**config.mk**
```make
export PLATFORM = sky130hd
export DESIGN_NAME = reel_spin_scheduler
export DESIGN_NICKNAME = d
export VERILOG_FILES = /design/src/rtl/reel_spin_scheduler.sv
export SDC_FILE = /design/constraint.sdc
export NUM_CORES = 1
export LEC_CHECK = 0
export BUFFER_PORTS_ARGS = -buffer_cell sky130_fd_sc_hd__buf_2
export CAP_MARGIN = 0
export CORE_MARGIN = 1.5
export CORE_UTILIZATION = 60
export DETAILED_ROUTE_END_ITERATION = 6
export MAX_ROUTING_LAYER = met4
export PLACE_DENSITY = 0.9
export SETUP_SLACK_MARGIN = 0.5
export SYNTH_ARGS = -nofsm -noshare
export SYNTH_HDL_FRONTEND = slang
export SYNTH_SLANG_ARGS = --single-unit
```
**constraint.sdc**
```tcl
create_clock -name clk -period 2.75 [get_ports clk]
set_input_delay 0.4125 -clock clk [delete_from_list [all_inputs] [get_ports clk]]
set_output_delay 0.4125 -clock clk [all_outputs]
set_load 0.05 [all_outputs]
```
**src/rtl/reel_spin_scheduler.sv**
```systemverilog
// Reel spin scheduler: spins every reel on a start request and releases them
// left to right, each stopping on a latched odd (symbol) position.
module reel_spin_scheduler #(
  parameter int N_REELS  = 3,
  parameter int MIN_SPIN = 48,
  parameter int STAGGER  = 16
) (
  input  logic                   clk,
  input  logic                   rst,
  input  logic                   tick,
  input  logic                   start,
  input  logic [N_REELS*5-1:0]   target,
  output logic [N_REELS*5-1:0]   p_reel,
  output logic [N_REELS-1:0]     reel_spinning,
  output logic                   busy,
  output logic                   done
);

  localparam int TW = 16;

  typedef enum logic [1:0] {
    S_IDLE   = 2'd0,
    S_SPIN   = 2'd1,
    S_FINISH = 2'd2
  } state_t;

  // state is the FSM register; bind checkers to it directly.
  state_t         state, state_d;
  logic [TW-1:0]  timer, timer_d;
  logic [4:0]     pos   [N_REELS];
  logic [4:0]     pos_d [N_REELS];
  logic [4:0]     tgt   [N_REELS];
  logic [4:0]     tgt_d [N_REELS];
  logic [N_REELS-1:0] spin, spin_d;
  logic [N_REELS-1:0] armed;

  // start is a one-cycle request with no ready: it is accepted only in IDLE
  // (busy low) and silently dropped while busy is high.

  always_comb begin
    armed = '0;
    for (int i = 0; i < N_REELS; i++) begin
      armed[i] = ({16'd0, timer} >= 32'(MIN_SPIN + i * STAGGER));
    end
  end

  always_comb begin
    state_d = state;
    timer_d = timer;
    spin_d  = spin;
    for (int i = 0; i < N_REELS; i++) begin
      pos_d[i] = pos[i];
      tgt_d[i] = tgt[i];
    end

    case (state)
      S_IDLE: begin
        if (start) begin
          // Forcing the LSB keeps every stop on a symbol, never a blank gap.
          for (int i = 0; i < N_REELS; i++) begin
            tgt_d[i] = target[5*i +: 5] | 5'd1;
          end
          timer_d = '0;
          spin_d  = '1;
          state_d = S_SPIN;
        end
      end

      S_SPIN: begin
        if (tick) begin
          if (timer != {TW{1'b1}}) begin
            timer_d = timer + TW'(1);
          end
          // Stop test uses the pre-tick position: a reel already on target
          // when it becomes armed halts without moving.
          for (int i = 0; i < N_REELS; i++) begin
            if (spin[i]) begin
              if (armed[i] && (pos[i] == tgt[i])) begin
                spin_d[i] = 1'b0;
              end else begin
                pos_d[i] = pos[i] + 5'd1;
              end
            end
          end
          if (spin_d == '0) begin
            state_d = S_FINISH;
          end
        end
      end

      S_FINISH: begin
        state_d = S_IDLE;
      end

      default: begin
        state_d = S_IDLE;
      end
    endcase
  end

  always_ff @(posedge clk) begin
    if (rst) begin
      state <= S_IDLE;
      timer <= '0;
      spin  <= '0;
      for (int i = 0; i < N_REELS; i++) begin
        pos[i] <= 5'd1;
        tgt[i] <= 5'd1;
      end
    end else begin
      state <= state_d;
      timer <= timer_d;
      spin  <= spin_d;
      for (int i = 0; i < N_REELS; i++) begin
        pos[i] <= pos_d[i];
        tgt[i] <= tgt_d[i];
      end
    end
  end

  always_comb begin
    p_reel = '0;
    for (int i = 0; i < N_REELS; i++) begin
      p_reel[5*i +: 5] = pos[i];
    end
  end

  assign reel_spinning = spin;
  assign busy          = (state != S_IDLE);
  assign done          = (state == S_FINISH);

endmodule
```
Yosys cells after proc, flatten, opt, wreduce, memory -nomap -nowiden
Memory sizes are Yosys's and may differ from the RTL's.
Cells that the tools add are included.
{ "word_totals": {"register_bits": 21, "ramBits": 30, "in_bits": 19, "output_inout_bits": 20, "elab_cells": 80, "memories": 2} }
{ "memory_table": {"columns": ["memory", "words", "width", "rd", "rd_ports_with_merged_regs", "write_ports", "line", "text"], "rows": [
  ["pos", 3, 5, 3, 0, 3, "30", "logic [4:0] pos [N_REELS];"],
  ["tgt", 3, 5, 3, 0, 3, "32", "logic [4:0] tgt [N_REELS];"]
]} }
{ "classes": {"add_sub_neg": 4, "n_lt_le_gt_ge": 3, "eq_ne": 10, "muxes": 42, "bitwise": 6, "reduce_logical": 10} }
{ "op_table": {"columns": ["operator", "n"], "rows": [
  ["15-bit two-way mux", 4],
  ["5-bit two-way mux", 12],
  ["16-bit two-way mux", 3],
  ["16-bit by 7-bit >= comparator with 1-bit output (second input constant)", 2],
  ["16-bit one-hot mux with 2 select lines", 1],
  ["16-bit by 1-bit adder with 16-bit output (second input constant)", 1],
  ["16-bit by 6-bit >= comparator with 1-bit output (second input constant)", 1],
  ["16-bit != test (second input constant)", 1],
  ["5-bit by 1-bit adder with 5-bit output (second input constant)", 3],
  ["5-bit equality test", 3],
  ["1-bit two-way mux", 15],
  ["2-bit != test (second input constant)", 4],
  ["2-bit two-way mux", 3],
  ["3-bit two-way mux", 2],
  ["1-bit OR", 6],
  ["3-bit one-hot mux with 2 select lines", 1],
  ["3-bit AND reduction", 2],
  ["2-bit one-hot mux with 2 select lines", 1],
  ["4-bit AND reduction", 1],
  ["2-bit nonzero test", 2],
  ["1-bit logical AND", 3],
  ["3-bit logical NOT", 1],
  ["2-bit by 1-bit equality test with 1-bit output (second input constant)", 1],
  ["2-bit equality test (second input constant)", 1],
  ["2-bit logical NOT", 1]
]} }

Logic depth before layout (Yosys ltp)
{ "depth": {"depth_word": 10, "mapped_depth": 6, "mapped_depth_nobuf": 6} }

Least setup slack after synthesis
Ideal clock, no wire load.
{ "synth_timing": {"kind": "register to register", "start": "memory pos[1][3], in the netlist pos[0][8]", "end": "memory pos[1][3], in the netlist pos[0][8]", "setup_time_ns": 0.121, "arrival_time_ns": 1.708, "required_ns": 2.629, "setup_slack_ns": 0.922, "path_stages_with_launch": 6, "path_buffers": 0, "period_less_slack_ns": 1.828, "cell_sequence": "dfxtp_1 -> xor2_1 -> nor3_1 -> a31oi_2 -> nand4_1 -> mux2_2"} }
{ "synth_rtl": {"columns": ["element", "line"], "rows": [
  ["from (decl)", "30"]
]} }

==> results.json <==
{
  "status": "finished clean",
  "fillers": 296,
  "finalNonFillerCells": 365,
  "dieArea_sq_um": 4382,
  "ctsResizeCount": 0,
  "finalPower_mw": 1.368,
  "period_share": 0.6787,
  "hpwl_um": 3628,
  "die_w_um": 66.20,
  "cts_made_buffers": 5,
  "hold_class": "input pin to flip-flop",
  "ys_warn_count": 0,
  "grt-ovfl-total": 0,
  "grt_pass1_wl_um": 8576,
  "final_util": 0.7229,
  "powerDensity_nw_per_um2": 505.4,
  "fin_crit_ns": 1.866,
  "area_delta_synth_final_pct": 12.95,
  "dieHeight_um": 66.20,
  "synth_nets": 304,
  "final_cell_mix": "dfxtp_1, nand2_1, buf_2",
  "dr.pass1.iters": 4,
  "synth_edf_count": 0,
  "end_kind": "flip-flop",
  "clkLatencyLatePin_ns": 0.31,
  "dp.cells": 357,
  "cp_max_fo": 8,
  "cts.sinks": 48,
  "io_pins": 39,
  "syn_avg_cell_area_sq_um": 8.557,
  "async_reset_ff_frac": 0,
  "whs_path_depth": 3,
  "via_per_inst": 5.792,
  "maxCapViolations": 0,
  "drive_gt1_frac": 0.1956,
  "holdBufCountCts": 0,
  "max_slew_margin": 0.6092,
  "vias": 2114,
  "cts.path.max_buffers": 2,
  "reg2regPathDepth": 5,
  "synth-seq-cells": 48,
  "cts_tree": "built",
  "fin_nets": 340,
  "finalSetupTns_ns": 0,
  "ys_types": 49,
  "finalMaxSlewViolations": 0,
  "drc": 0,
  "diodes": 0,
  "post_cts_buffers": 0,
  "worst_clock_skew_ns": 0.007584,
  "wl_per_cell_um": 13.81,
  "dp_slack_ns": 0.9168,
  "rsz0062_at_grt": "no",
  "core.rowCount": 22,
  "ys.flop_type": "dfxtp_1",
  "start_util": 0.6400,
  "antenna_found_initial": 0,
  "fin_ws_ns": 0.8837,
  "seq_area_frac_synth": 0.4010,
  "fmax_mhz": 535.8,
  "htreeDepth": 2,
  "worstPathRequired_ns": 2.99,
  "gp_congestion": 0.8200,
  "setup_viol": 0,
  "ant_nets": 0,
  "final_common_cell": "dfxtp_1",
  "start_kind": "flip-flop",
  "core_sq_um": 3744,
  "netlist_area_sq_um": 2396,
  "clk_pin_slew_ns": 0.09,
  "final_hold_viol_count": 0,
  "worst_slew_pin_slew_ns": 0.5862,
  "drtIter0Drc": 91,
  "path_class": "flip-flop to flip-flop",
  "syn_inst": 280,
  "grt_pass1_vias": 2002,
  "io_buffers": 35,
  "ir_drop_v": 0.0004452,
  "critPathArrivalTime_ns": 2.11,
  "cts-root-buf": "clkbuf_8",
  "grt_max_degree": 38,
  "wirelength_um": 5039,
  "power_leakage_nw": 1.106,
  "grt_usage": 0.2601
}
## worst paths after layout
check | to | slack [ns] | from
worst max register to register | pos[0][14]$_SDFFE_PP0P_ | 0.88 | timer[11]$_SDFFE_PP0P_
worst max-delay path | pos[0][14]$_SDFFE_PP0P_ | 0.88 | timer[11]$_SDFFE_PP0P_
worst min-delay path | tgt[0][11]$_SDFFE_PP0P_ | 0.33 | target[11]
worst min register to register | tgt[0][11]$_SDFFE_PP0P_ | 0.47 | tgt[0][11]$_SDFFE_PP0P_
## metal layers
metal	track usage	share of wire	wire, um	up-vias
li1	-	-	-	1068
met1	0.3029	0.44	2233	991
met2	0.4463	0.50	2540	48
met3	0.05963	0.041	206	7
met4	0.07908	0.012	58	0
met5	-	0	0	-
## sequential cells by signal, indices dropped and copies added, names as in the netlist
signal	count
timer	16
tgt	12
pos	15
state	2
reel_spinning	3
## worst max-delay path, stage by stage, from the launching register on
cell	delay, ns
dfxtp_1	0.38
nor3_1	0.35
nand4_1	0.23
a41o_1	0.35
or3_1	0.37
a21oi_1	0.14
## cells by family after synthesis
logic type,synth area share
simple gates,0.2533
compound gates,0.1901
flops,0.4010
xor+xnor,0.07311
buf+inv,0.02924
mux,0.02715
fa+ha+maj,0.02611
## through the flow
step | hold slack (ns) | instance area (sq um)
floorplan | 0.4478 | 2396
global placement | 0.4558 | 2606
detailed placement | 0.4598 | 2606
CTS | 0.3271 | 2706
global route | 0.3289 | 2706
finish | 0.3330 | 2706
## layout make-up
class / instances / area [sq um] / share of cell area
Clock buffer: 6 / 82.58 / 0.03051
Clock inverter: 2 / 17.52 / 0.006472
Inverter: 8 / 30.03 / 0.01110
Multi-Input combinational cell: 216 / 1365 / 0.5044
Sequential cell: 48 / 960.9 / 0.3551
Tap cell: 48 / 60.06 / 0.02219
Timing Repair Buffer: 37 / 190.2 / 0.07027
## synth_stat cells, drive strengths merged (7+ instances only)
cell type  instances  area share
inv                8       0.013
nor2              20       0.031
xor2              12       0.044
o211ai             8       0.027
dfxtp             48        0.40
nor3               7       0.015
xnor2              8       0.029
nand2             43       0.067
nand4              8       0.026
o21ai             12       0.027
nand3             11       0.023
a21oi             26       0.059
## power by group
| part | leakage (nW) | total [mW] | internal, mW | switching [mW] |
|---|---|---|---|---|
| Clock | 0.0522 | 0.457 | 0.211 | 0.246 |
| Sequential | 0.390 | 0.737 | 0.716 | 0.0206 |
| Combinational | 0.663 | 0.174 | 0.0554 | 0.119 |
No activity file was read; power rests on OpenSTA's default activity.
